===== config.mk =====
export PLATFORM = sky130hd
export DESIGN_NAME = apb_xfer_master_flat
export DESIGN_NICKNAME = d
export VERILOG_FILES = /design/src/rtl/apb_xfer_master_if.sv /design/src/rtl/apb_xfer_master.sv /design/src/flat_wrapper.sv
export SDC_FILE = /design/constraint.sdc
export NUM_CORES = 1
export LEC_CHECK = 0
export BUFFER_PORTS_ARGS = -buffer_cell sky130_fd_sc_hd__buf_2
export CORE_UTILIZATION = 40
export CTS_CLUSTER_DIAMETER = 60
export DETAILED_ROUTE_END_ITERATION = 8
export GPL_ROUTABILITY_DRIVEN = 0
export PLACE_DENSITY = 0.69
export SLEW_MARGIN = 20
export SYNTH_ARGS = -nofsm -noshare
export SYNTH_HDL_FRONTEND = slang
export SYNTH_SLANG_ARGS = --single-unit

===== constraint.sdc =====
create_clock -name clk -period 2.6 [get_ports clk]
set_input_delay 0.13 -clock clk [delete_from_list [all_inputs] [get_ports clk]]
set_output_delay 0.13 -clock clk [all_outputs]
set_load 0.01 [all_outputs]

===== src/rtl/apb_xfer_master_if.sv =====
// Shared APB type bundle and the APB-side interface of the x2p bridge master sequencer.
package apb_package;
  localparam int DATA_LENGTH = 32;

  typedef struct packed {
    logic [DATA_LENGTH-1:0] paddr;
    logic [2:0]             pprot;
    logic                   penable;
    logic                   pwrite;
    logic [DATA_LENGTH-1:0] pwdata;
    logic [3:0]             pstrb;
  } master_s_type;

  typedef struct packed {
    logic                   pready;
    logic [DATA_LENGTH-1:0] prdata;
    logic                   pslverr;
  } slave_s_type;

  typedef enum logic [1:0] {
    RSP_OK      = 2'b00,
    RSP_SLVERR  = 2'b01,
    RSP_DECERR  = 2'b10,
    RSP_TIMEOUT = 2'b11
  } rsp_err_e;
endpackage

interface apb_xfer_master_if #(
  parameter int NUM_SLAVES = 4
);
  apb_package::master_s_type apb_m_out;
  logic [NUM_SLAVES-1:0]     psel;
  apb_package::slave_s_type  apb_s_in;

  modport master (output apb_m_out, output psel, input apb_s_in);
  modport slave  (input apb_m_out, input psel, output apb_s_in);
endinterface


===== src/rtl/apb_xfer_master.sv =====
// APB master sequencer: takes one command at a time, decodes the slave, runs SETUP/ACCESS
// with an access timeout, and returns read data plus a 2-bit status on a response port.
module apb_xfer_master
  import apb_package::*;
#(
  parameter int NUM_SLAVES     = 4,
  parameter int DEC_LSB        = 12,
  parameter int TIMEOUT_CYCLES = 16
) (
  input  logic                   clk,
  input  logic                   rst,
  input  logic                   req_valid,
  output logic                   req_ready,
  input  logic [DATA_LENGTH-1:0] req_addr,
  input  logic                   req_write,
  input  logic [DATA_LENGTH-1:0] req_wdata,
  input  logic [3:0]             req_strb,
  input  logic [2:0]             req_prot,
  apb_xfer_master_if.master      apb,
  output logic                   rsp_valid,
  input  logic                   rsp_ready,
  output logic [DATA_LENGTH-1:0] rsp_rdata,
  output logic [1:0]             rsp_err
);

  localparam int IDX_W = (NUM_SLAVES > 1) ? $clog2(NUM_SLAVES) : 1;
  localparam int CNT_W = (TIMEOUT_CYCLES > 1) ? $clog2(TIMEOUT_CYCLES) : 1;
  localparam logic [CNT_W-1:0] CNT_LAST = CNT_W'(TIMEOUT_CYCLES - 1);

  typedef enum logic [1:0] {IDLE, SETUP, ACCESS, RESP} state_e;

  state_e                 state_q,     state_d;
  master_s_type           m_q,         m_d;
  logic [NUM_SLAVES-1:0]  psel_q,      psel_d;
  logic                   rsp_valid_q, rsp_valid_d;
  logic [DATA_LENGTH-1:0] rsp_rdata_q, rsp_rdata_d;
  rsp_err_e               rsp_err_q,   rsp_err_d;
  logic [CNT_W-1:0]       cnt_q,       cnt_d;

  logic [IDX_W-1:0] req_idx;
  logic             idx_ok;

  assign req_idx = req_addr[DEC_LSB +: IDX_W];
  assign idx_ok  = (int'(req_idx) < NUM_SLAVES);

  always_comb begin
    // NOTE: every _d starts from its _q so no path through the case leaves a signal
    // unassigned; without these defaults synthesis would infer latches.
    state_d     = state_q;
    m_d         = m_q;
    psel_d      = psel_q;
    rsp_valid_d = rsp_valid_q;
    rsp_rdata_d = rsp_rdata_q;
    rsp_err_d   = rsp_err_q;
    cnt_d       = cnt_q;

    unique case (state_q)
      IDLE: begin
        if (req_valid) begin
          if (idx_ok) begin
            state_d      = SETUP;
            m_d.paddr    = req_addr;
            m_d.pprot    = req_prot;
            m_d.penable  = 1'b0;
            m_d.pwrite   = req_write;
            // Reads carry no write data or strobes on the bus.
            m_d.pwdata   = req_write ? req_wdata : '0;
            m_d.pstrb    = req_write ? req_strb  : '0;
            psel_d       = NUM_SLAVES'(1) << req_idx;
          end else begin
            state_d     = RESP;
            rsp_valid_d = 1'b1;
            rsp_rdata_d = '0;
            rsp_err_d   = RSP_DECERR;
          end
        end
      end

      SETUP: begin
        m_d.penable = 1'b1;
        state_d     = ACCESS;
      end

      ACCESS: begin
        // pready takes priority over an expiring timeout in the same cycle.
        if (apb.apb_s_in.pready) begin
          state_d     = RESP;
          rsp_valid_d = 1'b1;
          rsp_rdata_d = m_q.pwrite ? '0 : apb.apb_s_in.prdata;
          rsp_err_d   = apb.apb_s_in.pslverr ? RSP_SLVERR : RSP_OK;
          m_d         = '0;
          psel_d      = '0;
        end else if ((TIMEOUT_CYCLES != 0) && (cnt_q == CNT_LAST)) begin
          state_d     = RESP;
          rsp_valid_d = 1'b1;
          rsp_rdata_d = '0;
          rsp_err_d   = RSP_TIMEOUT;
          m_d         = '0;
          psel_d      = '0;
        end else begin
          cnt_d = cnt_q + CNT_W'(1);
        end
      end

      RESP: begin
        if (rsp_ready) begin
          state_d     = IDLE;
          rsp_valid_d = 1'b0;
          rsp_rdata_d = '0;
          rsp_err_d   = RSP_OK;
          cnt_d       = '0;
        end
      end

      default: state_d = IDLE;
    endcase
  end

  always_ff @(posedge clk) begin
    // NOTE: sequential state uses non-blocking assignments so every flop samples the
    // pre-edge value; the synchronous reset drops psel/penable on the edge it is seen.
    if (rst) begin
      state_q     <= IDLE;
      m_q         <= '0;
      psel_q      <= '0;
      rsp_valid_q <= 1'b0;
      rsp_rdata_q <= '0;
      rsp_err_q   <= RSP_OK;
      cnt_q       <= '0;
    end else begin
      state_q     <= state_d;
      m_q         <= m_d;
      psel_q      <= psel_d;
      rsp_valid_q <= rsp_valid_d;
      rsp_rdata_q <= rsp_rdata_d;
      rsp_err_q   <= rsp_err_d;
      cnt_q       <= cnt_d;
    end
  end

  assign req_ready     = (state_q == IDLE);
  assign apb.apb_m_out = m_q;
  assign apb.psel      = psel_q;
  assign rsp_valid     = rsp_valid_q;
  assign rsp_rdata     = rsp_rdata_q;
  assign rsp_err       = rsp_err_q;

endmodule


===== src/flat_wrapper.sv =====
// flat-port wrapper written by rule: the top's interface ports become plain ports
module apb_xfer_master_flat import apb_package::*;
#(
  parameter int NUM_SLAVES     = 4,
  parameter int DEC_LSB        = 12,
  parameter int TIMEOUT_CYCLES = 16
)
  (clk, rst, req_valid, req_ready, req_addr, req_write, req_wdata, req_strb, req_prot, rsp_valid, rsp_ready, rsp_rdata, rsp_err, apb_apb_m_out, apb_psel, apb_apb_s_in);
  apb_xfer_master_if #(.NUM_SLAVES(NUM_SLAVES)) apb_i ();
  input  logic clk;
  input  logic rst;
  input  logic req_valid;
  output logic req_ready;
  input  logic [DATA_LENGTH-1:0] req_addr;
  input  logic req_write;
  input  logic [DATA_LENGTH-1:0] req_wdata;
  input  logic [3:0] req_strb;
  input  logic [2:0] req_prot;
  output logic rsp_valid;
  input  logic rsp_ready;
  output logic [DATA_LENGTH-1:0] rsp_rdata;
  output logic [1:0] rsp_err;
  output wire logic [$bits(apb_i.apb_m_out)-1:0] apb_apb_m_out;
  output wire logic [$bits(apb_i.psel)-1:0] apb_psel;
  input wire logic [$bits(apb_i.apb_s_in)-1:0] apb_apb_s_in;
  assign apb_apb_m_out = apb_i.apb_m_out;
  assign apb_psel = apb_i.psel;
  assign apb_i.apb_s_in = apb_apb_s_in;
  apb_xfer_master #(.NUM_SLAVES(NUM_SLAVES), .DEC_LSB(DEC_LSB), .TIMEOUT_CYCLES(TIMEOUT_CYCLES)) u_core (.clk(clk), .rst(rst), .req_valid(req_valid), .req_ready(req_ready), .req_addr(req_addr), .req_write(req_write), .req_wdata(req_wdata), .req_strb(req_strb), .req_prot(req_prot), .apb(apb_i), .rsp_valid(rsp_valid), .rsp_ready(rsp_ready), .rsp_rdata(rsp_rdata), .rsp_err(rsp_err));
endmodule

Yosys cells after proc, flatten, opt, wreduce, memory -nomap -nowiden --
Index checks and enable logic that the tools add are counted.
Storage, ports and cells: register bits after elaboration 118, input bits 110, output and inout bits 113
Cells by class: add/sub/neg operators 1, eq/ne operators 9, shifts and indexed selects 1, multiplexer cells 33, reduce and logical (&&, ||, !) cells 9
Operator list (number):
- $mux W73 | 3
- $mux W32 | 5
- $pmux W37 S2 | 1
- $pmux W35 S2 | 1
- $pmux W32 S2 | 1
- $mux W4 | 7
- $pmux W4 S2 | 2
- $reduce_and A3 Y1 | 4
- $mux W2 | 5
- $ne A2 B2 Y1 const B | 4
- $pmux W2 S4 | 1
- $add A4 B1 Y4 const B | 1
- $eq A2 B2 Y1 const B | 2
- $eq A4 B4 Y1 const B | 1
- $mux W1 | 4
- $pmux W2 S2 | 1
- $reduce_and A4 Y1 | 1
- $reduce_bool A2 Y1 | 2
- $shl A1 B2 Y4 const A | 1
- $ne A3 B2 Y1 const B | 1
- $pmux W1 S3 | 1
- $reduce_bool A3 Y1 | 1
- $eq A2 B1 Y1 const B | 1
- $logic_not A2 Y1 | 1
- $pmux W1 S2 | 1

Logic depth before layout (Yosys ltp) --
Gate-level depths: netlist of the first run.
word-level depth 4, depth in mapped cells 8, depth with buffers taken out 5

Worst setup path after synthesis of the first run --
OpenSTA, ideal clock, no wires.
path kind register to register, start register u_core.state_q[0], end register u_core.rsp_err_q[1], in the netlist u_core.rsp_err[1], library setup time 121 ps, arrival time 1546 ps, data required time 2479 ps, slack 934 ps, cell stages (with the launch flop) 8, clock period less this slack 1666 ps, cell sequence dfxtp_1 > inv_1 > ha_1 > clkbuf_1 > nor2b_1 > o22ai_1 > buf_4 > mux2_2
On the way: cells in the longest elaborated chain, start to end 3
RTL lines:
- from (decl) | line apb_xfer_master.sv:32 | state_e state_q, state_d;
- from (signal assigned) | line apb_xfer_master.sv:131 | state_q <= state_d;
- $eq A2 B2 Y1 | line apb_xfer_master.sv:57 | unique case (state_q)
- $ne A3 B2 Y1 (no line) (tied with other cells)
- $reduce_and A3 Y1 (no line)
- to (signal assigned) | line apb_xfer_master.sv:136 | rsp_err_q <= rsp_err_d;
- to (decl) | line apb_xfer_master.sv:37 | rsp_err_e rsp_err_q, rsp_err_d;
Several ways; a longest one is shown, not always the timed one. A chain may end at the register's enable or synchronous reset.

Worst setup path in the final report of the first run --
start register u_core.state_q[1], end register u_core.m_q, in the netlist u_core.apb.apb_m_out[18]
On the way: cells in the longest elaborated chain, start to end 3
RTL lines:
- $eq A2 B2 Y1 or $logic_not A2 Y1 (tied branches) | line apb_xfer_master.sv:57
- $ne A3 B2 Y1 (no line) (tied with other cells)
- $reduce_and A3 Y1 (no line)
- to (signal assigned) | line apb_xfer_master.sv:132 | m_q <= m_d;
- to (decl) | line apb_xfer_master.sv:33 | master_s_type m_q, m_d;
Several ways; a longest one is shown, not always the timed one.

==> results.md, run 1 <==
- Status: complete, no violations
- Inserted Clock Buffers: 17
- Count leader, synth: dfxtp_1
- Die ar.: 14300 um^2
- Ys async rst share: 0%
- Overflow left after global routing: 0
- Placed Instances: 924
- Die X-Extent: 119 um
- RSZ-0062 raised after global routing: false
- Worst setup EP type: flip-flop
- Largest net degree at the start of global routing: 88
- Mapped Avg Cell Area: 9.92 um^2
- Area Growth Syn to Fin: 46.0%
- Final ANT Viol Nets: 0
- Post-Route Setup TNS: 0 ns
- Drt pass-1 iters: 4
- Rel. slew slack: 51.1%
- Clock insertion delay at the later pin of the skew report: 0.40 ns
- Detailed placer's ending HPWL: 9550 um
- CTS clock-pin slew for the worst setup and hold paths: 0.05 ns
- Post-route design area: 8050 um^2
- Hold_buf cts: 67
- Final WL: 14700 um
- Final #Nets: 951
- Critical Path RT: 2.93 ns
- PwrDens: 934 nW/um^2
- Post-route DRC violation count: 0
- DR WL/cell: 14.4 um
- Fillers: 1140
- Synth cell count leaders: dfxtp_1 (118), nand2b_1 (116), mux2i_1 (113), nand2_1 (71), or3b_2 (35)
- Die Span Y: 119 um
- CTS resizes: 0
- Crit Reg-Reg Startpoint: u_core.state_q[1]
- CTS Sinks: 118
- Final setup viols: 0
- YS warnings: 0
- CP max FO: 27
- Final Power: 7.52 mW
- Register area: 2360 um^2
- Pins over their slew limit: 0
- Post-Synthesis Cell Area: 5520 um^2
- Tot GR Track Use: 21.1%
- #FFs+latches synth: 118
- H-tree levels: 4
- Syn Inst Count: 556
- Tmin final: 2.02 ns
- Inserted Diodes: 0
- Worst Tran Pin Value: 0.733 ns
- Fin. Hold Viols: 0
- Drt via density: 4.78
- Synth top area share: 42.8%
- Area taken by multi-input logic gates: 2910 um^2
- I/O pin count: 223
- Setup Buffers After CTS: 0
- Skew final: 0.00587 ns
- Peak supply drop: 0.433 mV
- Count of cell types in the netlist: 43
- Syn_nets: 673
- EDFF count, synth: 0
- Setup crit start kind: flip-flop
- Root Buffer: clkbuf_16
- Cell leakage power: 3.87 nW
- Main synth FF type: dfxtp_1
- First-pass GRT wire length: 24000 um
- Worst Setup SP: u_core.state_q[1]
- Initial antenna violation count: 0
- Layout cells sized above 1: 36.3%
- Row Count: 42
- Post-placement cell area: 6760 um^2
- Vias in the first global route: 5010
- Max cap viols: 0
- FMAX: 494 MHz
- Cell taking the most area after synthesis: dfxtp_1
- DR iter-0 viols: 300
- Buffers on Ports: 222
- Area contributors post-synth: dfxtp_1 (43%), mux2i_1 (21%), nand2b_1 (13%)
- Via count: 4882
- Hold crit path type: primary input to flip-flop
- Clk buf depth: 2
- Non-filler cells, final: 1022
- Initial Util: 41.3%
- CP Data Arrival Time: 2.35 ns
- Critical path type: flip-flop to flip-flop
- CORE AREA: 13300 um^2
- CTS tree: yes
- Final Cycle Share: 77.8%
- Sequential-to-total area share from yosys stat: 42.8%
- HP Start: req_wdata[27]
[registers in the layout, summed over array words and instances (netlist names)]
register              flops
u_core.rsp_rdata         32
u_core.rsp_err            2
u_core.rsp_valid          1
u_core.cnt_q              4
u_core.apb.apb_m_out     73
u_core.state_q            2
u_core.apb.psel           4
[power by group]
part	total, mW	switching [mW]	internal (mW)
Combinational	2.68	1.37	1.31
Clock	2.41	0.789	1.62
Sequential	2.43	0.221	2.20
Total	7.52	2.38	5.14
[per-layer routing]
layer / wire, um / global-route usage (%) / up-vias
met5: 0 / 0 / -
met1: 6150 / 24.3 / 2274
li1: - / - / 2412
met4: 260 / 8.67 / 0
met2: 7440 / 37.2 / 171
met3: 865 / 5.27 / 25
[area by class of cell]
| cell class | instances | share of cell area [%] |
|---|---|---|
| Timing Repair Buffer | 302 | 24.0 |
| Inverter | 4 | 0.186 |
| Clock buffer | 23 | 6.18 |
| Multi-Input combinational cell | 391 | 36.1 |
| Tap cell | 176 | 2.73 |
| Sequential cell | 118 | 29.3 |
| Clock inverter | 8 | 1.49 |
[critical path: stages, from the launching register on]
cell	delay, ns
dfxtp_1	0.43
inv_1	0.10
ha_1	0.23
mux2i_1	0.18
a21oi_4	0.46
buf_12	0.29
mux2i_1	0.23
[cell families (layout without fill, tap and decap cells)]
kind of cell               after synthesis  in the layout  share of synthesized area (%)
buffers and inverters                   47            337                           5.06
and+or+nand+nor                        249            249                           27.0
DFF                                    118            118                           42.8
adders and majority gates                7              7                           1.59
AOI/OAI and AO/OA                       21             21                           2.81
muxes                                  114            114                           20.7
[path summary, 6_finish.rpt]
check / end / slack [ns] / cells past startpoint
min reg2reg: u_core.apb.apb_m_out[58] / 0.47 / 2
max: u_core.apb.apb_m_out[18] / 0.58 / 6
max reg2reg: u_core.apb.apb_m_out[18] / 0.58 / 6
min: u_core.apb.apb_m_out[31] / 0.02 / 3
[metrics by stage]
| stage | setup slack, ns | hold WS (ns) | util (%) |
|---|---|---|---|
| floorplan | 0.934 | 0.269 | - |
| finish | 0.576 | 0.0160 | 60.3 |
| CTS | 0.523 | 0.000596 | 60.3 |
| detailed placement | 0.576 | 0.383 | 50.7 |
| global placement | 0.672 | 0.376 | 50.7 |
| global route | 0.402 | 0.00886 | 60.3 |
[cells in the final DEF, fill, tap and decap left out, drive strengths merged, types with 2 or more instances in the layout]
| master | count |
|---|---|
| mux2i | 113 |
| bufinv | 3 |
| dlygate4sd3 | 67 |
| dfxtp | 118 |
| buf | 235 |
| nand2b | 116 |
| nor2b | 7 |
| nor2 | 4 |
| a21oi | 3 |
| inv | 4 |
| nand3b | 2 |
| ha | 7 |
| a211oi | 3 |
| nand2 | 71 |
| nor3b | 2 |
| o21ai | 2 |
| nor3 | 2 |
| clkinvlp | 2 |
| clkinv | 3 |
| clkbuf | 23 |
| o211ai | 2 |
| or3b | 35 |
| a21o | 2 |
| nand3 | 4 |
Note: power is estimated with default switching activity, not from simulation.
==> run 2, diff against run 1 <==
--- a/config.mk
+++ b/config.mk
@@ -5,12 +5,13 @@
 export SDC_FILE = /design/constraint.sdc
 export NUM_CORES = 1
 export LEC_CHECK = 0
+export ABC_AREA = 1
 export BUFFER_PORTS_ARGS = -buffer_cell sky130_fd_sc_hd__buf_2
 export CORE_UTILIZATION = 40
 export CTS_CLUSTER_DIAMETER = 60
 export DETAILED_ROUTE_END_ITERATION = 8
 export GPL_ROUTABILITY_DRIVEN = 0
-export PLACE_DENSITY = 0.69
+export PLACE_DENSITY = 0.74
 export SLEW_MARGIN = 20
 export SYNTH_ARGS = -nofsm -noshare
 export SYNTH_HDL_FRONTEND = slang
==> constraint.sdc (replaced) <==
create_clock -name clk -period 1.74 [get_ports clk]
set_input_delay 0.087 -clock clk [delete_from_list [all_inputs] [get_ports clk]]
set_output_delay 0.087 -clock clk [all_outputs]
set_load 0.01 [all_outputs]
==> run 2 against run 1 <==
Register-to-register slack worse by 0.49 ns. Routed wire length rose by 10%. Clock power up 60%. Utilization grew 6.5 points. Global-route usage rose by 4.3 points. Clock skew is 0.014 ns higher. Non-clock buffer count grew 31. Die area down 11%. Design area shrank 3.2%. Highest routed layer unchanged. Critical path depth rose by 2. Via count up 12%.
==> results.md, run 2 <==
- Clock insertion delay at the later pin of the skew report: 0.41 ns (was 0.40 ns)
- Sequential power share: 29.8% (was 32.3%)
- Die X-Extent: 112 um (was 119 um)
- Placement Setup Slack: 0.0472 ns (was 0.576 ns)
- Row Count: 39 (was 42)
- Final #Nets: 1094 (was 951)
- Worst setup EP type: flip-flop (unchanged)
- EDFF count, synth: 0 (unchanged)
- DR iter-0 viols: 362 (was 300)
- Drt pass-1 iters: 4 (unchanged)
- Synth Area in Adders: 1.80% (was 1.59%)
- Placed Instances: 1009 (was 924)
- Vias in the first global route: 5286 (was 5010)
- DR WL/cell: 14.3 um (was 14.4 um)
- CP max stage cell: dfxtp_1 (was a21oi_4)
- Inserted Clock Buffers: 17 (unchanged)
- Post-route design area: 7800 um^2 (was 8050 um^2)
- Psw: 5.91 mW (was 2.38 mW)
- Die ar.: 12600 um^2 (was 14300 um^2)
- Peak supply drop: 0.908 mV (was 0.433 mV)
- CP Data Arrival Time: 1.97 ns (was 2.35 ns)
- Critical path type: flip-flop to flip-flop (unchanged)
- Overflow left after global routing: 0 (unchanged)
- Tmin final: 1.65 ns (was 2.02 ns)
- CORE AREA: 11700 um^2 (was 13300 um^2)
- Final ANT Viol Nets: 0 (unchanged)
- Max incr delay on CP: 0.38 ns (was 0.46 ns)
- Comb power frac: 45.1% (was 35.7%)
- Rel. slew slack: 72.8% (was 51.1%)
- Main synth FF type: dfxtp_1 (unchanged)
- FMAX: 606 MHz (was 494 MHz)
- #FFs+latches synth: 118 (unchanged)
- Post-Synthesis Cell Area: 4880 um^2 (was 5520 um^2)
- Largest register FFs: 73 (unchanged)
- Post-Synth Simple-Gate Area: 21.7% (was 27.0%)
- Buffers on Ports: 222 (unchanged)
- Final setup viols: 0 (unchanged)
- Mapped Avg Cell Area: 7.26 um^2 (was 9.92 um^2)
- First-pass GRT wire length: 25600 um (was 24000 um)
- Count leader, synth: nor2_1 (was dfxtp_1)
- Most frequent cells in the layout: buf_2 (222), nor2_1 (147), dfxtp_1 (116) (was buf_2 (221), dfxtp_1 (118), nand2b_1 (116))
- Final WL: 16200 um (was 14700 um)
- Synth cell count leaders: nor2_1 (147), dfxtp_1 (118), a21oi_1 (102), nand2_1 (99), o21ai_0 (63) (was dfxtp_1 (118), nand2b_1 (116), mux2i_1 (113), nand2_1 (71), or3b_2 (35))
- Post-Route Setup TNS: 0 ns (unchanged)
- Syn Inst Count: 672 (was 556)
- Fin. Hold Viols: 0 (unchanged)
- RSZ-0062 raised after global routing: false (unchanged)
- Skew final: 0.0201 ns (was 0.00587 ns)
- Setup crit start kind: flip-flop (unchanged)
- Hold crit path type: primary input to flip-flop (unchanged)
- Most common cell after layout, fill and taps aside: buf_2 (unchanged)
- Cell taking the most area after synthesis: dfxtp_1 (unchanged)
- CTS tree: yes (unchanged)
- Drt via density: 4.84 (was 4.78)
- PwrDens: 1970 nW/um^2 (was 934 nW/um^2)
- Initial antenna violation count: 0 (unchanged)
- Area Growth Syn to Fin: 59.8% (was 46.0%)
- Post-route DRC violation count: 0 (unchanged)
- Count of cell types in the netlist: 22 (was 43)
- Non-filler cells, final: 1132 (was 1022)
- CTS Sinks: 118 (unchanged)
- Clock share of power: 25.1% (was 32.1%)
- Sequential-to-total area share from yosys stat: 48.4% (was 42.8%)
- Final worst slack: 0.0891 ns (was 0.576 ns)
- Die Span Y: 112 um (was 119 um)
- CP max FO: 35 (was 27)
- I/O pin count: 223 (unchanged)
- Root Buffer: clkbuf_16 (unchanged)
- CTS clock-pin slew for the worst setup and hold paths: 0.05 ns (about the same)
- Largest net degree at the start of global routing: 66 (was 88)
- H-tree levels: 4 (unchanged)
- Initial Util: 41.8% (was 41.3%)
- Xor/xnor share of the synthesized area: 0% (unchanged)
- Worst Tran Pin Value: 0.407 ns (was 0.733 ns)
- Syn_nets: 789 (was 673)
- Inserted Diodes: 0 (unchanged)
- Final Cycle Share: 94.9% (was 77.8%)
- Status: complete, no violations (unchanged)
- Mux share of post-synthesis cell area: 0% (was 20.7%)
- Sw frac: 38.5% (was 31.7%)
- Detailed placer's ending HPWL: 9140 um (was 9550 um)
- Largest family of logic cells by synthesized area: simple AND/OR/NAND/NOR gates (unchanged)
- Layout cells sized above 1: 29.5% (was 36.3%)
- Area contributors post-synth: dfxtp_1 (48%), nor2_1 (11%), a21oi_1 (10%) (was dfxtp_1 (43%), mux2i_1 (21%), nand2b_1 (13%))
- Synth Area in Compound Gates: 18.3% (was 2.81%)
- Via count: 5478 (was 4882)
- Tot GR Track Use: 25.5% (was 21.1%)
- Pins over their slew limit: 0 (unchanged)
- Synth top area share: 48.4% (was 42.8%)
- Clk buf depth: 2 (unchanged)
- YS warnings: 0 (unchanged)
- Worst path cell trace: ha_1 > nand3_2 > nand2_4 > nand3_2 > buf_12 > nand2_1 > nand2_1 > nor2_1 (was inv_1 > ha_1 > mux2i_1 > a21oi_4 > buf_12 > mux2i_1)
- Ys async rst share: 0% (unchanged)
- Critical Path RT: 2.06 ns (was 2.93 ns)
- Pint: 9.42 mW (was 5.14 mW)
- Post-placement cell area: 6160 um^2 (was 6760 um^2)
- Max cap viols: 0 (unchanged)
- Cell leakage power: 3.99 nW (was 3.87 nW)
==> run 2: cell count changes after synthesis, moves of 4 or more <==
cell / before / now
mux2i_1: 113 / 0
buf_4: 4 / 8
o21ai_0: 2 / 63
nor2b_1: 6 / 0
a21oi_1: 2 / 102
nand2b_1: 116 / 0
buf_8: 4 / 0
nor2_1: 4 / 147
inv_1: 4 / 50
o21ai_1: 0 / 13
inv_2: 0 / 5
or3b_2: 35 / 0
nand2_1: 71 / 99
nand4_1: 0 / 4
==> run 2: power groups by stage <==
stage | clock [mW] | sequential [mW] | combinational [mW]
global route | 4.03 | 4.68 | 7.71
finish | 3.86 | 4.57 | 6.91
detailed placement | 0 | 4.53 | 6.28
global placement | 0 | 4.51 | 6.21
floorplan | 0 | 5.07 | 3.54
CTS | 3.91 | 4.52 | 6.45
==> run 2: through the flow <==
step	hold slack, ns	power (mW)	util (%)
2_1_floorplan	0.156	8.61	-
4_1_cts	0.0231	14.9	66.0
3_5_place_dp	0.319	10.8	52.8
5_1_grt	0.0269	16.4	66.9
6_report	0.0198	15.3	66.9
3_3_place_gp	0.312	10.7	52.8
==> run 2: cells by family (layout without fill, tap and decap cells) <==
family,Yosys count,count (layout)
adder cells (fa/ha/maj),7,7
AO/OA/AOI/OAI,178,178
flip-flops,118,118
AND/OR/NAND/NOR,267,267
buffers and inverters,102,419
==> run 2: final timing paths <==
path	startpoint	end	slack [ns]	cells after the start
max reg2reg	u_core.cnt_q[1]	u_core.rsp_rdata[15]	0.09	8
max	u_core.cnt_q[1]	u_core.rsp_rdata[15]	0.09	8
min reg2reg	u_core.rsp_valid	u_core.rsp_valid	0.45	2
min	rst	u_core.rsp_err[1]	0.02	3
==> run 2: what timing repair did <==
item / 4_1_cts / 5_1_grt
endpoints found under the setup margin: 0 / 66
endpoints found under the hold margin: 89 / 0
hold buffers: 89 / 0
resized for setup: 0 / 21
buffers inserted: 0 / 0
==> run 2: cell type report <==
type	instances	area, um^2
clock inverter	9	173
fill	933	3860
tap	143	179
inverter	55	209
sequential	118	2360
clock buffer	22	474
timing repair buffer	333	2340
multi-input combinational	452	2060
==> run 2: layer usage <==
metal | track usage (%) | up-vias | part of all wire [%]
met5 | 0 | - | 0
met4 | 9.24 | 0 | 2.0
met3 | 9.23 | 24 | 7.5
met2 | 43.4 | 235 | 48
met1 | 29.3 | 2465 | 42
li1 | - | 2754 | -
==> run 2: critical path, delay by kind of cell, from the launching register on <==
kind	cells	cell delay (ns)
buffers and inverters	1	0.20
AND/OR/NAND/NOR	6	0.72
flip-flops	1	0.38
adder cells (fa/ha/maj)	1	0.24
